<file path="config.mk">
export PLATFORM = sky130hd
export DESIGN_NAME = instr_encoder
export DESIGN_NICKNAME = d
export VERILOG_FILES = /design/src/rtl/instr_encoder.sv
export SDC_FILE = /design/constraint.sdc
export NUM_CORES = 1
export LEC_CHECK = 0
export CAP_MARGIN = 0
export CORE_MARGIN = 10
export CORE_UTILIZATION = 35
export DETAILED_ROUTE_END_ITERATION = 8
export PLACE_DENSITY = 0.62
export SYNTH_ARGS = -nofsm -noshare
export SYNTH_HDL_FRONTEND = slang
export SYNTH_SLANG_ARGS = --single-unit
</file>
<file path="constraint.sdc">
create_clock -name clk -period 3.02 [get_ports clk]
set_input_delay 0.604 -clock clk [delete_from_list [all_inputs] [get_ports clk]]
set_output_delay 0.604 -clock clk [all_outputs]
set_load 0.05 [all_outputs]
</file>
<file path="src/rtl/instr_encoder.sv">
// instr_encoder: packs decoded MIPS instruction fields into 32-bit words,
// buffers them in a DEPTH-entry FIFO and writes them to instruction memory
// at auto-incrementing word addresses.
// Optional feature macro: ENCODER_ILLEGAL_TRAP_EN
//   defined   -> mnemonic 15 is dropped on accept and sets the sticky err flag
//   undefined -> mnemonic 15 encodes as a NOP (32'h0) and err stays 0
module instr_encoder #(
    parameter int DEPTH      = 4,
    parameter int ADDR_WIDTH = 8
) (
    input  logic                  clk,
    input  logic                  reset,
    input  logic                  in_valid,
    output logic                  in_ready,
    input  logic [3:0]            in_mnem,
    input  logic [4:0]            in_rs,
    input  logic [4:0]            in_rt,
    input  logic [4:0]            in_rd,
    input  logic [4:0]            in_shamt,
    input  logic [15:0]           in_imm16,
    input  logic [25:0]           in_addr26,
    input  logic                  load_base,
    input  logic [ADDR_WIDTH-1:0] base_addr,
    output logic                  mem_we,
    input  logic                  mem_ready,
    output logic [ADDR_WIDTH-1:0] mem_addr,
    output logic [31:0]           mem_data,
    output logic [ADDR_WIDTH:0]   written,
    output logic                  err
);

    localparam int PTR_W = (DEPTH > 1) ? $clog2(DEPTH) : 1;

    // Mnemonic codes
    localparam logic [3:0] M_ADD  = 4'd0;
    localparam logic [3:0] M_ADDI = 4'd1;
    localparam logic [3:0] M_SLL  = 4'd2;
    localparam logic [3:0] M_SLT  = 4'd3;
    localparam logic [3:0] M_AND  = 4'd4;
    localparam logic [3:0] M_ANDI = 4'd5;
    localparam logic [3:0] M_ORI  = 4'd6;
    localparam logic [3:0] M_BNE  = 4'd7;
    localparam logic [3:0] M_SW   = 4'd8;
    localparam logic [3:0] M_LW   = 4'd9;
    localparam logic [3:0] M_J    = 4'd10;
    localparam logic [3:0] M_JAL  = 4'd11;
    localparam logic [3:0] M_OR   = 4'd12;
    localparam logic [3:0] M_SUB  = 4'd13;
    localparam logic [3:0] M_NOR  = 4'd14;
    localparam logic [3:0] M_ILL  = 4'd15;

    // R-type word; SLL keeps shamt and zeroes rs, other R-types zero shamt.
    function automatic logic [31:0] enc_r(input logic [4:0] rs, input logic [4:0] rt,
                                          input logic [4:0] rd, input logic [4:0] sh,
                                          input logic [5:0] funct, input logic is_shift);
        logic [4:0] rs_f;
        logic [4:0] sh_f;
        rs_f = is_shift ? 5'd0 : rs;
        sh_f = is_shift ? sh : 5'd0;
        return {6'd0, rs_f, rt, rd, sh_f, funct};
    endfunction

    function automatic logic [31:0] enc_i(input logic [5:0] op, input logic [4:0] rs,
                                          input logic [4:0] rt, input logic [15:0] imm);
        return {op, rs, rt, imm};
    endfunction

    function automatic logic [31:0] enc_j(input logic [5:0] op, input logic [25:0] target);
        return {op, target};
    endfunction

    // Full encoder; the illegal code falls through to the NOP word.
    function automatic logic [31:0] encode(input logic [3:0] mnem, input logic [4:0] rs,
                                           input logic [4:0] rt, input logic [4:0] rd,
                                           input logic [4:0] sh, input logic [15:0] imm,
                                           input logic [25:0] target);
        logic [31:0] w;
        w = 32'h0000_0000;
        case (mnem)
            M_ADD:  w = enc_r(rs, rt, rd, sh, 6'h20, 1'b0);
            M_SLL:  w = enc_r(rs, rt, rd, sh, 6'h00, 1'b1);
            M_SLT:  w = enc_r(rs, rt, rd, sh, 6'h2A, 1'b0);
            M_AND:  w = enc_r(rs, rt, rd, sh, 6'h24, 1'b0);
            M_OR:   w = enc_r(rs, rt, rd, sh, 6'h25, 1'b0);
            M_SUB:  w = enc_r(rs, rt, rd, sh, 6'h22, 1'b0);
            M_NOR:  w = enc_r(rs, rt, rd, sh, 6'h27, 1'b0);
            M_ADDI: w = enc_i(6'h08, rs, rt, imm);
            M_ANDI: w = enc_i(6'h0C, rs, rt, imm);
            M_ORI:  w = enc_i(6'h0D, rs, rt, imm);
            M_BNE:  w = enc_i(6'h05, rs, rt, imm);
            M_SW:   w = enc_i(6'h2B, rs, rt, imm);
            M_LW:   w = enc_i(6'h23, rs, rt, imm);
            M_J:    w = enc_j(6'h02, target);
            M_JAL:  w = enc_j(6'h03, target);
            default: w = 32'h0000_0000;
        endcase
        return w;
    endfunction

    logic [31:0]           fifo_q [DEPTH];
    logic [PTR_W-1:0]      wr_ptr_q, wr_ptr_d;
    logic [PTR_W-1:0]      rd_ptr_q, rd_ptr_d;
    logic [PTR_W:0]        count_q, count_d;
    logic [ADDR_WIDTH-1:0] addr_q, addr_d;
    logic [ADDR_WIDTH:0]   written_q, written_d;
    logic                  err_q, err_d;

    logic        full;
    logic        empty;
    logic        accept;
    logic        drop;
    logic        push;
    logic        pop;
    logic [31:0] enc_word;

    assign full   = (count_q == (PTR_W+1)'(DEPTH));
    assign empty  = (count_q == '0);
    assign accept = in_valid && in_ready;

`ifdef ENCODER_ILLEGAL_TRAP_EN
    assign drop = (in_mnem == M_ILL);
`else
    assign drop = 1'b0;
`endif

    assign push     = accept && !drop;
    assign pop      = mem_we && mem_ready;
    assign enc_word = encode(in_mnem, in_rs, in_rt, in_rd, in_shamt, in_imm16, in_addr26);

    // Outputs come straight from registered state, so no in_*/mem_ready path reaches them.
    assign in_ready = !full;
    assign mem_we   = !empty;
    assign mem_data = empty ? 32'h0000_0000 : fifo_q[rd_ptr_q];
    assign mem_addr = addr_q;
    assign written  = written_q;
    assign err      = err_q;

    // Next-state for FIFO pointers, occupancy, address counter, commit count and error flag.
    always_comb begin
        wr_ptr_d  = wr_ptr_q;
        rd_ptr_d  = rd_ptr_q;
        count_d   = count_q;
        addr_d    = addr_q;
        written_d = written_q;
        err_d     = err_q;

        if (push) begin
            wr_ptr_d = wr_ptr_q + PTR_W'(1);
        end
        if (pop) begin
            rd_ptr_d  = rd_ptr_q + PTR_W'(1);
            written_d = written_q + (ADDR_WIDTH+1)'(1);
        end
        case ({push, pop})
            2'b10:   count_d = count_q + (PTR_W+1)'(1);
            2'b01:   count_d = count_q - (PTR_W+1)'(1);
            default: count_d = count_q;
        endcase

        // A base load wins over the commit increment; the pop still happens.
        if (load_base) begin
            addr_d = base_addr;
        end else if (pop) begin
            addr_d = addr_q + ADDR_WIDTH'(1);
        end

`ifdef ENCODER_ILLEGAL_TRAP_EN
        if (accept && drop) begin
            err_d = 1'b1;
        end
`endif
    end

    // Control state register with synchronous reset; reset also flushes the FIFO.
    always_ff @(posedge clk) begin
        if (reset) begin
            wr_ptr_q  <= '0;
            rd_ptr_q  <= '0;
            count_q   <= '0;
            addr_q    <= '0;
            written_q <= '0;
            err_q     <= 1'b0;
        end else begin
            wr_ptr_q  <= wr_ptr_d;
            rd_ptr_q  <= rd_ptr_d;
            count_q   <= count_d;
            addr_q    <= addr_d;
            written_q <= written_d;
            err_q     <= err_d;
        end
    end

    // FIFO storage; data only, validity is tracked by the pointers and count.
    always_ff @(posedge clk) begin
        if (push) begin
            fifo_q[wr_ptr_q] <= enc_word;
        end
    end

endmodule
</file>
# == Word-level counts from Yosys, hierarchy flattened ==
# Memory sizes are Yosys's and may differ from the RTL's. A register that Yosys moved wholly into a read port is not among the register bits.
# Index checks and enable logic that the tools add are counted.
# classes
muxes,9
n_addsub,6
reduce_logical,8
n_eq_ne,17
# ops
operator,n
$pmux 32 s15,1
$mux 32,1
$eq 4x4->1 const B,7
$eq 4x3->1 const B,4
$mux 8,2
$add 9x1->9 const B,1
$add 8x1->8 const B,1
$eq 4x2->1 const B,2
$pmux 3 s2,1
$add 2x1->2 const B,2
$eq 4x1->1 const B,1
$logic_not 4->1,1
$mux 2,2
$reduce_bool 2->1,2
$add 3x1->3 const B,1
$eq 3x3->1 const B,1
$logic_not 3->1,1
$sub 3x1->3 const B,1
$eq 2x1->1 const B,1
$eq 2x2->1 const B,1
$logic_and 1x1->1,2
$logic_not 1->1,2
$mux 1,2
# totals
out_inout_bits,52
elab_cells,46
memories,1
regBits,24
inputBits,79
ramBits,128
# mem_list
name,depth,word_bits,rd,rd_clocked_by_memory_dff,wr,line_no,text
fifo_q,4,32,1,1,1,100,logic [31:0] fifo_q [DEPTH];

# == Depth between registers and ports, before layout ==
# logic_depth
word_depth,5
depth_mapped,9

# == Worst setup path after synthesis ==
# No wires, ideal clock.
# synth_path
path_kind,flip-flop to flip-flop
startpoint,register count_q[2]
endpoint,register count_q[2]
stages_incl_launch_ff,10
path_buffers,0
setup_ps,71
arrival_ps,2457
slack_ps,493
path_cell_list,dfxtp_1 > or3b_1 > and2_4 > inv_2 > ha_1 > inv_1 > fa_1 > xor2_1 > or3_1 > a21oi_1
# synth_between
elab_chain_len,5
elab_cells_between_ends,12
classes_between,add/sub: 2; eq/ne: 3; mux: 1; reduce/logical: 6
# synth_rtl
item,line_no,text
"start, declared",103,"logic [PTR_W:0] count_q, count_d;"
"start signal, assigned",186,count_q <= count_d;
$eq 3x3->1 *,116,assign full = (count_q == (PTR_W+1)'(DEPTH));
$logic_not 1->1 *,131,assign in_ready = !full;
named net in_ready,14,"output logic in_ready,"
$logic_and 1x1->1 *,118,assign accept = in_valid && in_ready;
$eq 2x1->1 / $eq 2x2->1 (equally long branches),154,"case ({push, pop})"
$pmux 3 s2 / $reduce_bool 2->1 (equally long branches),--,
# The timed path passes the listed nets; every way through them passes the cells marked *.
# A chain may end at the register's enable or synchronous reset.

==> results_dict.tcl <==
set metrics [dict create \
    die_y_microns 157 \
    clockBufferDepth 2 \
    grtUsageTotal 0.135 \
    highest_layer "met4" \
    final_antenna_net_count 0 \
    coreArea_sq_um 18600 \
    crit_arrival_ns 2.33 \
    drive_above_1_share 0.193 \
    crit_buf_inv 1 \
    wl_microns 16300 \
    ys_async_sr_fraction 0 \
    dp_hpwl_microns 11200 \
    synth_edf_count 124 \
    path_clk_slew_ns 0.06 \
    wl_per_cell_microns 19.8 \
    seq_area_frac_synth 0.642 \
    clock-sinks 150 \
    maxSlewHeadroom 0.341 \
    core.rowCount 50 \
    critical_path.max_fanout 8 \
    holdPathEnd "written[1]$_SDFFE_PP0P_" \
    post-synth-top-area-cell "edfxtp_1" \
    skew_ns 0.00812 \
    cp.required_ns 2.42 \
    cts_made_buffers 17 \
    hold_viol 0 \
    critical-path-max-stage-delay_ns 0.70 \
    hold_depth 2 \
    h-tree-depth 4 \
    drcViolationCount 0 \
    fin_tns_setup_ns 0 \
    vias_per_cell 5.06 \
    regToRegStartpoint "count_q[2]$_SDFFE_PP0P_" \
    reg2reg_slack_ns 0.57 \
    wl_met2_microns 7760 \
    hold_class "flop to flop" \
    synth.most_common_cell "edfxtp_1" \
    power_leakage_nw 3.12 \
    r2r_cells 9 \
    start_util 0.355 \
    layout_worst_path_cycle_share 0.970 \
    route.vias.total 4175 \
    ys_ff_latch 150 \
    die_w_microns 157 \
    portBuffers 128 \
    grt_pass1_wl_microns 25100 \
    final_cell_area_sq_um 8740 \
    cp-start-kind "flop" \
    r2r-end "count_q[2]$_SDFFE_PP0P_" \
    finalNetCount 665 \
    crit_family "buffers and inverters" \
    outcome "finished, final reports clean" \
    globalplace.congestion 0.773 \
    critical_path.slowest_cell "clkdlybuf4s50_1" \
    insertion_delay_ns 0.42 \
    yosysTopAreaCellShare 0.563 \
    synthTopCellsByCount "edfxtp_1, nor2b_1, mux4_2" \
    worstMarginPinSlew_ns 0.989 \
    synthFlopType "edfxtp_1" \
    pin_count 131 \
    max_freq_ghz 0.341 \
    crit_chain "mux4_2, nor2b_1, clkdlybuf4s50_1" \
    die-area_sq_um 24800 \
    syn_area_sq_um 6610 \
    synth_cell_types 50 \
    finalSetupViolCount 0 \
    root_buffer "clkbuf_16" \
    grt_pass1_vias 4465 \
    criticalPathCategory "flop to output pin" \
    avgSynthCellArea_sq_um 15.0 \
    overflow 0 \
    drv_slew 0 \
    crit_path_end_kind "output pin" \
    drt_first_pass_iters 4 \
    drt-met1-wl_microns 6900 \
    drt_iter0_drc 234 \
    antenna_found_initial 0 \
    maxCapViolCount 0 \
    grt_start_max_net_pins 32 \
    met3_length_microns 1400 \
    rsz0062_at_grt "no" \
    hold_path.startpoint "written[1]$_SDFFE_PP0P_" \
    area_delta_synth_final_pct 32.2 \
    cts_tree "built" \
    yosysWarnings 0 \
    postPlaceCellArea_sq_um 8120 \
    vdd_drop_max_mv 0.427 \
    power_density_nw_per_um2 894 \
    postSynthCellCount 441 \
    ys_top_cells_by_area "edfxtp_1, mux4_2, dfxtp_1" \
    fin_crit_ns 2.93 \
]
==> power breakdown <==
part,switching [mW],internal [mW],leakage [nW]
logic,1.90,1.10,1.47
clock network,0.794,1.37,0.291
registers,0.134,2.51,1.36
total,2.83,4.99,3.12
==> per-layer routing <==
metal | global-route usage | vias to the layer above
li1 | - | 1954
met4 | 0.0512 | 0
met2 | 0.211 | 141
met5 | 0 | -
met3 | 0.0519 | 20
met1 | 0.165 | 2060
==> sequential cells by signal (all words and copies together), names as in the netlist, named ones only <==
name,cells
rd_ptr_q,2
count_q,3
written,9
mem_addr,8
wr_ptr_q,2
fifo_q,124
==> worst max path at each step <==
stage / from / to / cells past startpoint
floorplan: count_q[2]$_SDFFE_PP0P_ / count_q[2]$_SDFFE_PP0P_ / 9
global route: flop / mem_data[24] / 3
detailed placement: in_mnem[2] / fifo_q[0][9]$_DFFE_PP_ / 4
global placement: in_mnem[2] / fifo_q[2][9]$_DFFE_PP_ / 4
CTS: flop / mem_data[21] / 3
finish: flop / mem_data[24] / 3
==> cell type report <==
cell class / instances / area, sq um
Fill cell: 1635 / 9900
Sequential cell: 150 / 4250
Multi-Input combinational cell: 243 / 2150
Timing Repair Buffer: 142 / 1350
Clock buffer: 18 / 429
Tap cell: 234 / 293
Clock inverter: 13 / 183
Inverter: 24 / 90.1
Antenna cell: 1 / 2.50
==> placed cells by master, fill, tap and decap left out, drive strengths merged, types with 2 or more instances in the layout <==
| cell type | Yosys | layout |
|---|---|---|
| a21o | 5 | 5 |
| a21oi | 14 | 14 |
| a222oi | 5 | 5 |
| a22o | 16 | 16 |
| a32oi | 2 | 2 |
| and2 | 3 | 3 |
| and3 | 5 | 5 |
| buf | 17 | 40 |
| bufinv | 0 | 4 |
| clkbuf | 8 | 18 |
| clkdlybuf4s50 | 0 | 99 |
| clkinv | 0 | 7 |
| clkinvlp | 0 | 2 |
| conb | 1 | 2 |
| dfxtp | 26 | 26 |
| dlymetal6s2s | 0 | 3 |
| edfxtp | 124 | 124 |
| ha | 7 | 7 |
| inv | 24 | 24 |
| mux2i | 5 | 5 |
| mux4 | 31 | 31 |
| nand2 | 18 | 18 |
| nand2b | 6 | 6 |
| nand3 | 4 | 4 |
| nand4 | 5 | 5 |
| nor2 | 22 | 22 |
| nor2b | 33 | 33 |
| nor3 | 6 | 6 |
| nor4 | 2 | 2 |
| o21a | 6 | 6 |
| o21ai | 6 | 6 |
| o22ai | 4 | 4 |
| or3 | 2 | 2 |
| xnor2 | 12 | 12 |
| xor2 | 7 | 7 |
==> per-stage QoR <==
stage / std cells / util / setup WS, ns / power (mW) / hold WS (ns)
6_report: 825 / 0.469 / 0.0906 / 7.82 / 0.500
4_1_cts: 824 / 0.468 / 0.0293 / 7.93 / 0.501
5_1_grt: 824 / 0.469 / 0.00160 / 8.20 / 0.518
2_1_floorplan: 442 / - / 0.493 / 4.75 / 0.469
3_5_place_dp: 793 / 0.435 / 0.258 / 5.75 / 0.492
3_3_place_gp: 793 / 0.435 / 0.378 / 5.70 / 0.482
==> cell families after synthesis <==
family,share of synthesized area
buf+inv,0.0346
xor+xnor,0.0252
simple gates,0.0889
flops,0.642
mux,0.115
other cells,0.000567
fa+ha+maj,0.0163
compound gates,0.0779
==> what timing repair did <==
item                                    4_1_cts  5_1_grt
hold buffers                                  0        0
resized for setup                             1        3
endpoints found under the hold margin         0        0
setup buffers                                 0        0
endpoints found under the setup margin       24        3
pin swaps                                     0        0
==> worst reg2reg max path: cells and delay by family (launching register included) <==
kind	cells	cell delay (ns)
AOI/OAI and AO/OA	1	0.13
buffers and inverters	2	0.13
xor gates and xnor gates	1	0.16
and+or+nand+nor	3	0.98
DFF	1	0.43
adders and majority gates	2	0.56
Note: power is estimated with default switching activity, not from simulation.
